`config.mk`:
```
export PLATFORM = sky130hd
export DESIGN_NAME = spi_regfile_ctrl_flat
export DESIGN_NICKNAME = d
export VERILOG_FILES = /design/src/rtl/spi_regfile_ctrl_pkg.sv /design/src/rtl/spi_regfile_ctrl_if.sv /design/src/rtl/spi_regfile_ctrl_in_sync.sv /design/src/rtl/spi_regfile_ctrl.sv /design/src/flat_wrapper.sv
export SDC_FILE = /design/constraint.sdc
export NUM_CORES = 1
export LEC_CHECK = 0
export CORE_MARGIN = 3
export CORE_UTILIZATION = 57
export CTS_BUF_LIST = sky130_fd_sc_hd__clkbuf_2
export DETAILED_ROUTE_END_ITERATION = 16
export PLACE_DENSITY = 0.82
export REMOVE_ABC_BUFFERS = 1
export SYNTH_ARGS = -nofsm -noshare
export SYNTH_HDL_FRONTEND = slang
export SYNTH_HIERARCHICAL = 1
export SYNTH_SLANG_ARGS = --single-unit
```
`constraint.sdc`:
```
create_clock -name clk -period 2.1 [get_ports clk]
set_clock_uncertainty 0.1 [all_clocks]
set_input_delay 0.42 -clock clk [delete_from_list [all_inputs] [get_ports clk]]
set_output_delay 0.42 -clock clk [all_outputs]
set_load 0.01 [all_outputs]
```
`src/rtl/spi_regfile_ctrl_pkg.sv`:
```
`default_nettype none
// +-------------------------------------------------------------------------+
// | spi_regfile_pkg : shared types and frame-geometry helpers for the SPI    |
// | register-file peripheral.                       Revision: 1.0            |
// +-------------------------------------------------------------------------+
package spi_regfile_pkg;

  typedef enum logic [2:0] {
    IDLE = 3'd0,
    CMD  = 3'd1,
    ADDR = 3'd2,
    DATA = 3'd3,
    DONE = 3'd4
  } state_t;

  localparam logic RW_WRITE = 1'b1;
  localparam int   ADDR_OFS = 1;

  // Frame layout, MSB first: R/W bit, address field, data field.
  function automatic int frame_len(input int addr_w, input int data_w);
    return 1 + addr_w + data_w;
  endfunction

  function automatic int data_ofs(input int addr_w);
    return ADDR_OFS + addr_w;
  endfunction

endpackage
`default_nettype wire

```
`src/rtl/spi_regfile_ctrl_if.sv`:
```
`default_nettype none
// +-------------------------------------------------------------------------+
// | spi_regfile_ctrl_if : SPI pin bundle between controller and peripheral. |
// |                                                 Revision: 1.0            |
// +-------------------------------------------------------------------------+
interface spi_regfile_ctrl_if;
  logic sclk;
  logic ncs;
  logic copi;
  logic cipo;
  logic cipo_oe;

  modport master (output sclk, output ncs, output copi, input cipo, input cipo_oe);
  modport slave  (input sclk, input ncs, input copi, output cipo, output cipo_oe);
endinterface
`default_nettype wire

```
`src/rtl/spi_regfile_ctrl_in_sync.sv`:
```
`default_nettype none
// +-------------------------------------------------------------------------+
// | spi_in_sync : synchronises sclk/ncs/copi into clk and flags sclk/ncs     |
// | edges as one-clk pulses.                        Revision: 1.0            |
// +-------------------------------------------------------------------------+
module spi_in_sync #(
  parameter int SYNC_LEN = 2
) (
  input  wire  clk,
  input  wire  rst_n,
  input  wire  sclk,
  input  wire  ncs,
  input  wire  copi,
  output logic ncs_s,
  output logic copi_s,
  output logic sclk_rise,
  output logic sclk_fall,
  output logic ncs_rise
);

  logic [SYNC_LEN-1:0] r_sclk_sync;
  logic [SYNC_LEN-1:0] r_ncs_sync;
  logic [SYNC_LEN-1:0] r_copi_sync;
  logic                r_sclk_prev;
  logic                r_ncs_prev;

  always_ff @(posedge clk or negedge rst_n) begin
    if (!rst_n) begin
      r_sclk_sync <= '0;
      r_ncs_sync  <= '0;
      r_copi_sync <= '0;
      r_sclk_prev <= 1'b0;
      r_ncs_prev  <= 1'b0;
    end else begin
      r_sclk_sync <= {r_sclk_sync[SYNC_LEN-2:0], sclk};
      r_ncs_sync  <= {r_ncs_sync[SYNC_LEN-2:0], ncs};
      r_copi_sync <= {r_copi_sync[SYNC_LEN-2:0], copi};
      r_sclk_prev <= r_sclk_sync[SYNC_LEN-1];
      r_ncs_prev  <= r_ncs_sync[SYNC_LEN-1];
    end
  end

  // copi goes through the same depth as sclk so data and edge stay aligned.
  assign ncs_s     = r_ncs_sync[SYNC_LEN-1];
  assign copi_s    = r_copi_sync[SYNC_LEN-1];
  assign sclk_rise = r_sclk_sync[SYNC_LEN-1] & ~r_sclk_prev;
  assign sclk_fall = ~r_sclk_sync[SYNC_LEN-1] & r_sclk_prev;
  assign ncs_rise  = r_ncs_sync[SYNC_LEN-1] & ~r_ncs_prev;

endmodule
`default_nettype wire

```
`src/rtl/spi_regfile_ctrl.sv`:
```
`default_nettype none
// +-------------------------------------------------------------------------+
// | spi_regfile_ctrl : SPI-addressed register file with read-back, write    |
// | strobes and aborted-frame detection.            Revision: 1.0            |
// +-------------------------------------------------------------------------+
module spi_regfile_ctrl
  import spi_regfile_pkg::*;
#(
  parameter int ADDR_W   = 7,
  parameter int DATA_W   = 8,
  parameter int NUM_REGS = 5,
  parameter int SYNC_LEN = 2,
  parameter int CPOL     = 0,
  parameter int CPHA     = 0
) (
  input  wire                           clk,
  input  wire                           rst_n,
  spi_regfile_ctrl_if.slave             spi,
  output logic [NUM_REGS*DATA_W-1:0]    regs,
  output logic [NUM_REGS-1:0]           wr_strobe,
  output logic                          frame_err
);

  localparam int          c_frame_len = frame_len(ADDR_W, DATA_W);
  localparam int          c_data_ofs  = data_ofs(ADDR_W);
  localparam int          c_cnt_w     = $clog2(c_frame_len + 1);
  localparam int unsigned c_num_regs  = NUM_REGS;
  localparam logic [c_cnt_w-1:0] c_last_addr = c_cnt_w'(c_data_ofs - 1);
  localparam logic [c_cnt_w-1:0] c_last_data = c_cnt_w'(c_frame_len - 1);

  logic w_ncs_s;
  logic w_copi_s;
  logic w_sclk_rise;
  logic w_sclk_fall;
  logic w_ncs_rise;
  logic w_sample;
  logic w_launch;
  logic w_active;

  state_t              r_state;
  logic [c_cnt_w-1:0]  r_cnt;
  logic                r_rw;
  logic [ADDR_W-1:0]   r_addr;
  logic [DATA_W-1:0]   r_data;
  logic [DATA_W-1:0]   r_tx;
  logic [DATA_W-1:0]   r_regs [NUM_REGS];
  logic [NUM_REGS-1:0] r_wr_strobe;
  logic                r_frame_err;
  logic                r_wr_pend;
  logic                r_armed;
  logic                r_cipo;
  logic                r_cipo_oe;

  logic [ADDR_W-1:0]   w_addr_nxt;
  logic [DATA_W-1:0]   w_data_nxt;
  logic [DATA_W-1:0]   w_rd_val;

  spi_in_sync #(
    .SYNC_LEN (SYNC_LEN)
  ) u_in_sync (
    .clk       (clk),
    .rst_n     (rst_n),
    .sclk      (spi.sclk),
    .ncs       (spi.ncs),
    .copi      (spi.copi),
    .ncs_s     (w_ncs_s),
    .copi_s    (w_copi_s),
    .sclk_rise (w_sclk_rise),
    .sclk_fall (w_sclk_fall),
    .ncs_rise  (w_ncs_rise)
  );

  if (CPOL == CPHA) begin : g_sample_rise
    assign w_sample = w_sclk_rise;
    assign w_launch = w_sclk_fall;
  end else begin : g_sample_fall
    assign w_sample = w_sclk_fall;
    assign w_launch = w_sclk_rise;
  end

  // Sync chains reset low, so ncs must be seen high once before a frame can
  // start; this also forces a fresh ncs fall after a mid-frame reset.
  assign w_active = r_armed & ~w_ncs_s;

  assign w_addr_nxt = ADDR_W'({r_addr, w_copi_s});
  assign w_data_nxt = DATA_W'({r_data, w_copi_s});

  function automatic logic f_in_range(input logic [ADDR_W-1:0] a);
    return (32'(a) < c_num_regs);
  endfunction

  always_comb begin
    w_rd_val = '0;
    for (int unsigned k = 0; k < c_num_regs; k++) begin
      if (32'(w_addr_nxt) == k) w_rd_val = r_regs[k];
    end
  end

  always_ff @(posedge clk or negedge rst_n) begin
    if (!rst_n) begin
      r_state     <= IDLE;
      r_cnt       <= '0;
      r_rw        <= 1'b0;
      r_addr      <= '0;
      r_data      <= '0;
      r_tx        <= '0;
      r_wr_strobe <= '0;
      r_frame_err <= 1'b0;
      r_wr_pend   <= 1'b0;
      r_armed     <= 1'b0;
      r_cipo      <= 1'b0;
      r_cipo_oe   <= 1'b0;
      for (int unsigned k = 0; k < c_num_regs; k++) r_regs[k] <= '0;
    end else begin
      r_wr_strobe <= '0;
      r_frame_err <= 1'b0;
      r_wr_pend   <= 1'b0;
      r_armed     <= r_armed | w_ncs_s;
      r_cipo_oe   <= w_active;

      // Commit one clk after the final data sample; r_addr/r_data are frozen in DONE.
      for (int unsigned k = 0; k < c_num_regs; k++) begin
        if (r_wr_pend && (32'(r_addr) == k)) begin
          r_regs[k]      <= r_data;
          r_wr_strobe[k] <= 1'b1;
        end
      end

      if (!w_active) begin
        if (w_ncs_rise && (r_state inside {CMD, ADDR, DATA})) r_frame_err <= 1'b1;
        r_state <= IDLE;
        r_cnt   <= '0;
        r_cipo  <= 1'b0;
      end else begin
        if (w_sample) begin
          case (r_state)
            IDLE: begin
              r_rw    <= w_copi_s;
              r_cnt   <= c_cnt_w'(1);
              r_state <= CMD;
            end
            CMD, ADDR: begin
              r_addr <= w_addr_nxt;
              r_cnt  <= r_cnt + c_cnt_w'(1);
              if (r_cnt == c_last_addr) begin
                r_state <= DATA;
                // Snapshot uses the register value before any same-cycle commit.
                r_tx    <= (r_rw != RW_WRITE && f_in_range(w_addr_nxt)) ? w_rd_val : '0;
              end else begin
                r_state <= ADDR;
              end
            end
            DATA: begin
              r_data <= w_data_nxt;
              r_cnt  <= r_cnt + c_cnt_w'(1);
              if (r_cnt == c_last_data) begin
                r_state   <= DONE;
                r_wr_pend <= (r_rw == RW_WRITE) && f_in_range(r_addr);
              end
            end
            DONE: ;
            default: r_state <= IDLE;
          endcase
        end
        if (w_launch && (r_state == DATA)) begin
          r_cipo <= r_tx[DATA_W-1];
          r_tx   <= r_tx << 1;
        end
      end
    end
  end

  for (genvar k = 0; k < NUM_REGS; k++) begin : g_flat
    assign regs[k*DATA_W +: DATA_W] = r_regs[k];
  end

  assign wr_strobe   = r_wr_strobe;
  assign frame_err   = r_frame_err;
  assign spi.cipo    = r_cipo;
  assign spi.cipo_oe = r_cipo_oe;

endmodule
`default_nettype wire

```
`src/flat_wrapper.sv`:
```
// flat-port wrapper written by rule: the top's interface ports become plain ports
module spi_regfile_ctrl_flat import spi_regfile_pkg::*;
#(
  parameter int ADDR_W   = 7,
  parameter int DATA_W   = 8,
  parameter int NUM_REGS = 5,
  parameter int SYNC_LEN = 2,
  parameter int CPOL     = 0,
  parameter int CPHA     = 0
)
  (clk, rst_n, regs, wr_strobe, frame_err, spi_sclk, spi_ncs, spi_copi, spi_cipo, spi_cipo_oe);
  spi_regfile_ctrl_if spi_i ();
  input  wire clk;
  input  wire rst_n;
  output logic [NUM_REGS*DATA_W-1:0] regs;
  output logic [NUM_REGS-1:0] wr_strobe;
  output logic frame_err;
  input wire logic [$bits(spi_i.sclk)-1:0] spi_sclk;
  input wire logic [$bits(spi_i.ncs)-1:0] spi_ncs;
  input wire logic [$bits(spi_i.copi)-1:0] spi_copi;
  output wire logic [$bits(spi_i.cipo)-1:0] spi_cipo;
  output wire logic [$bits(spi_i.cipo_oe)-1:0] spi_cipo_oe;
  assign spi_i.sclk = spi_sclk;
  assign spi_i.ncs = spi_ncs;
  assign spi_i.copi = spi_copi;
  assign spi_cipo = spi_i.cipo;
  assign spi_cipo_oe = spi_i.cipo_oe;
  spi_regfile_ctrl #(.ADDR_W(ADDR_W), .DATA_W(DATA_W), .NUM_REGS(NUM_REGS), .SYNC_LEN(SYNC_LEN), .CPOL(CPOL), .CPHA(CPHA)) u_core (.clk(clk), .rst_n(rst_n), .spi(spi_i), .regs(regs), .wr_strobe(wr_strobe), .frame_err(frame_err));
endmodule
```
Word level (Yosys, flattened, before mapping)
Index checks and enable logic that the tools add are counted.
W data, S select, Z words.
{"block": "totals", "regBits": 90}
{"block": "classes", "n_addsub": 1, "magnitude_cmp": 2, "n_eq_ne": 19, "muxes": 31, "bitwise_logic": 10, "n_reduce_logical": 24}
{"op": "$mux W8", "count": 10}
{"op": "$eq A7 B2 Y1 const B", "count": 4}
{"op": "$eq A7 B1 Y1 const B", "count": 2}
{"op": "$eq A7 B3 Y1 const B", "count": 2}
{"op": "$logic_not A7 Y1", "count": 2}
{"op": "$lt A7 B3 Y1 const B", "count": 2}
{"op": "$mux W1", "count": 14}
{"op": "$pmux W3 S4", "count": 1}
{"op": "$reduce_and A3 Y1", "count": 4}
{"op": "$mux W5", "count": 2}
{"op": "$pmux W5 S2", "count": 1}
{"op": "$logic_and A1 B1 Y1", "count": 9}
{"op": "$mux W3", "count": 3}
{"op": "$eq A3 B2 Y1 const B", "count": 2}
{"op": "$ne A2 B2 Y1 const B", "count": 3}
{"op": "$ne A3 B3 Y1 const B", "count": 2}
{"op": "$reduce_bool A2 Y1", "count": 3}
{"op": "$add A5 B1 Y5 const B", "count": 1}
{"op": "$eq A5 B3 Y1 const B", "count": 1}
{"op": "$eq A5 B4 Y1 const B", "count": 1}
{"op": "$not A1 Y1", "count": 5}
{"op": "$and A1 B1 Y1", "count": 4}
{"op": "$reduce_and A4 Y1", "count": 1}
{"op": "$eq A3 B1 Y1 const B", "count": 1}
{"op": "other kinds (7)", "count": 7}

Longest topological paths before layout
{"block": "logic_depth", "ltp_word": 11, "mapped_depth": 8, "depth_no_buf": 6}

Hierarchy
The synthesis kept the hierarchy.
{"mod": "spi_regfile_ctrl", "n_inst": 1, "cells_per_inst": 311, "area_per_inst_um2": 3788.6}
{"mod": "spi_in_sync", "n_inst": 1, "cells_per_inst": 11, "area_per_inst_um2": 221.5}

Least setup slack after synthesis
No wires, ideal clock.
{"block": "synth_path", "path_kind": "register to register", "startpoint": "register u_core.r_addr[5]", "endpoint": "register u_core.r_regs, in the netlist u_core/regs[27]", "arrival_time_ns": 1.489, "slack_ns": 0.383, "path_stages_with_launch": 6, "cell_sequence": "dfrtp_1 nor4_4 and2_2 clkbuf_4 nand3_4 mux2_1"}
{"block": "synth_between", "elab_chain_cells": 2}
{"element": "from (decl)", "line_no": "spi_regfile_ctrl.sv:43", "rtl": "logic [ADDR_W-1:0] r_addr;"}
{"element": "from (signal assigned)", "line_no": "spi_regfile_ctrl.sv:143", "rtl": "r_addr <= w_addr_nxt;"}
{"element": "$eq A7 B2 Y1", "line_no": "spi_regfile_ctrl.sv:123", "rtl": "if (r_wr_pend && (32'(r_addr) == k)) begin"}
{"element": "$logic_and A1 B1 Y1", "line_no": "spi_regfile_ctrl.sv:123"}
{"element": "to (signal, indexed assignment)", "line_no": "spi_regfile_ctrl.sv:124", "rtl": "r_regs[k] <= r_data;"}
{"element": "to (decl)", "line_no": "spi_regfile_ctrl.sv:46", "rtl": "logic [DATA_W-1:0] r_regs [NUM_REGS];"}
Every way passes these cells.
A chain may end at the register's enable or synchronous reset.

Worst setup path after layout
{"block": "layout_path", "startpoint": "register u_core.r_regs, in the netlist u_core/regs[32]", "endpoint": "output regs[32]"}
{"element": "to (decl)", "line_no": "flat_wrapper.sv:15", "rtl": "output logic [NUM_REGS*DATA_W-1:0] regs;"}
No word-level cell between the ends.

==> results.toml <==
[setup_path]
reg2reg_depth = 6
worstSetupPathType = "flip-flop to primary output"
cp_max_fo = 2
r2r-end = "u_core/r_tx[3]"
regToRegSetupSlack_ns = 0.15
startpoint_type = "flip-flop"
crit_chain = "clkdlybuf4s50_1"
worst_setup_path_end_kind = "primary output"
critPathBufInv = 1
cpMaxStageDelayCell = "clkdlybuf4s50_1"
reg2reg_from = "u_core/u_in_sync/r_ncs_sync[1]"
worstPathRequired_ns = 1.58
worst_ep_arrival_time_ns = 1.51
path_depth = 1
max_stage_delay_ns = 0.55
critical_path.top_delay_family = "buffers and inverters"

[drt]
wl_mm = 9.06
drtAntennaViolNets = 0
routedWlPerCell_um = 18.3
first_pass_iters = 4
vias_per_cell = 5.73
vias = 2833
drc = 0
drt_iter0_drc = 143

[die]
placement_rows = 29
die_width_um = 89.9
start_util_pct = 61.1
io-pin-count = 53
die_h_um = 89.9
dieArea_um2 = 8080
design.core.area_um2 = 6570

[clock_network]
cts_buffers = 9
htreeDepth = 3
clk_pin_slew_ns = 0.25
insertion_delay_ns = 0.53
clock-sinks = 90
clock_path_buffers = 2
cts_tree = "done"
root_buffer = "clkbuf_2"

[sta]
slew-limit-headroom_pct = 73.7
finalSetupViolCount = 0
finalHoldViolations = 0
slew_viol_final = 0
max_freq_mhz = 493
worst_pin_slew_ns = 0.395
fin_setup_tns_ns = 0
layout_setup_ws_ns = 0.0705
finalCriticalPeriod_ns = 2.03
timing.final.crit_share_pct = 96.6

[finish]
fill_cells = 427
drive_gt1_share_pct = 26.4
stdcell_count = 494
design_area_um2 = 4930
diodes = 0
area.sequential_um2 = 2250
nets = 403
multi_input_area_um2 = 1620
postLayoutCoreUtil_pct = 75.1
syn_to_final_growth_pct = 23.0

[yosys]
syn_inst = 322
synth_top_area_share_pct = 56.2
yosysMostFrequentCell = "dfrtp_1"
ys_seq_elements = 90
synthDistinctLibCells = 57
ys_seq_area_share_pct = 56.2
yosys-top-cells-count = "dfrtp_1, mux2_2, nand2_1"
synthTopCellsByArea = "dfrtp_1, mux2_2, mux2i_1, o21ai_0, nand2_1"
synth-async-reset-ratio_pct = 100
synth_flop_cell = "dfrtp_1"
synthesis.area_um2 = 4010
yosysTopAreaCell = "dfrtp_1"
ys_warn_count = 6
synth_edf_count = 0
syn_avg_cell_area_um2 = 12.5

[placement]
port_buffers = 52
dp_hpwl_mm = 6.05
placed_cells = 464
dp_slack_ns = 0.196
gp_congestion = 0.864
placed_area_um2 = 4650

[global_route]
track_usage_pct = 22.6
grt_pass1_vias = 2697
grt_max_degree = 37
antenna_found_initial = 0
grt_pass1_wl_mm = 14.4
grt.overflow.total = 0

[pwr]
powerDensity_nw_per_um2 = 651
irDropWorstVdd_mv = 0.540
leakage_nw = 2.66

[run]
cap_violations = 0

[min_path]
hp-class = "input port to asynchronous set/reset pin"

[outcome]
run_status = "finished clean"
layout make-up:
cell class	count	share of cell area [%]
inverter	9	0.685
sequential	90	45.7
tap	93	2.36
multi-input combinational	209	32.8
clock inverter	6	1.80
clock buffer	10	1.01
timing repair buffer	77	15.7
power by group:
group / leakage, nW / total [mW] / internal, mW / switching, mW
sequential: 1.23 / 1.83 / 1.77 / 0.0634
combinational: 1.36 / 0.396 / 0.182 / 0.214
clock: 0.0785 / 0.983 / 0.400 / 0.583
total: 2.66 / 3.21 / 2.35 / 0.860
worst max path at each step:
stage | from | endpoint
final | u_core/regs[32] | regs[32]
after global routing | u_core/regs[20] | regs[20]
after CTS | u_core/regs[9] | regs[9]
after detailed placement | u_core/u_in_sync/r_ncs_sync[1] | u_core/r_tx[3]
after global placement | u_core/u_in_sync/r_ncs_sync[1] | u_core/r_tx[1]
after floorplan | u_core/r_addr[0] | u_core/regs[33]
placed cells by master, fill, tap and decap left out, types with 2 or more instances in the layout:
master | Yosys | routed
a21oi_1 | 12 | 12
a22oi_1 | 6 | 6
and4_1 | 2 | 2
buf_12 | 0 | 2
buf_4 | 2 | 23
bufinv_16 | 0 | 2
clkbuf_2 | 0 | 10
clkdlybuf4s50_1 | 0 | 35
clkinvlp_4 | 0 | 2
dfrtp_1 | 90 | 90
dlymetal6s2s_1 | 0 | 16
ha_1 | 2 | 2
inv_1 | 7 | 7
mux2_2 | 47 | 47
mux2i_1 | 16 | 16
nand2_1 | 30 | 30
nand2b_1 | 3 | 3
nand3_1 | 4 | 4
nand3_4 | 2 | 2
nand3b_4 | 2 | 2
nand4_1 | 2 | 2
nor2_1 | 16 | 16
nor2b_1 | 6 | 6
o21ai_0 | 23 | 23
o2bb2ai_1 | 3 | 3
o31ai_1 | 3 | 3
what timing repair did:
action / CTS / global route
hold buffers: 1 / 0
pin swaps: 0 / 0
resized for setup: 0 / 16
hold endpoints to repair: 62 / 0
cloned: 0 / 0
buffers inserted: 1 / 12
endpoints found under the setup margin: 1 / 26
cell families (layout without fill, tap and decap cells):
| logic type | Yosys count | count (layout) | synth area share (%) |
|---|---|---|---|
| xor gates and xnor gates | 1 | 1 | 0.218 |
| DFF | 90 | 90 | 56.2 |
| adders and majority gates | 2 | 2 | 0.624 |
| and+or+nand+nor | 85 | 85 | 13.0 |
| muxes | 64 | 64 | 17.5 |
| AOI/OAI and AO/OA | 57 | 57 | 9.05 |
| buffers and inverters | 23 | 102 | 3.49 |
registers in the layout, summed over array words and instances (netlist names):
| register | flops |
|---|---|
| u_core/frame_err | 1 |
| u_core/r_addr | 7 |
| u_core/r_armed | 1 |
| u_core/r_cnt | 5 |
| u_core/r_data | 8 |
| u_core/r_rw | 1 |
| u_core/r_state | 3 |
| u_core/r_tx | 8 |
| u_core/r_wr_pend | 1 |
| u_core/regs | 40 |
| u_core/spi.cipo | 1 |
| u_core/spi.cipo_oe | 1 |
| u_core/u_in_sync/r_copi_sync | 2 |
| u_core/u_in_sync/r_ncs_prev | 1 |
| u_core/u_in_sync/r_ncs_sync | 2 |
| u_core/u_in_sync/r_sclk_prev | 1 |
| u_core/u_in_sync/r_sclk_sync | 2 |
| u_core/wr_strobe | 5 |
through the flow:
stage               hold slack (ns)  total power [mW]
floorplan                    0.0244              2.08
global placement              0.232              2.24
detailed placement            0.239              2.26
CTS                           0.173              3.23
global route                  0.156              3.34
finish                        0.204              3.21
layer usage:
metal,vias up,track usage [%],wire [um]
met5,-,0,0
met4,0,8.04,140
met3,16,3.76,406
met2,69,35.0,4470
met1,1455,32.7,4040
li1,1293,-,-
(Power assumes the default switching activity.)
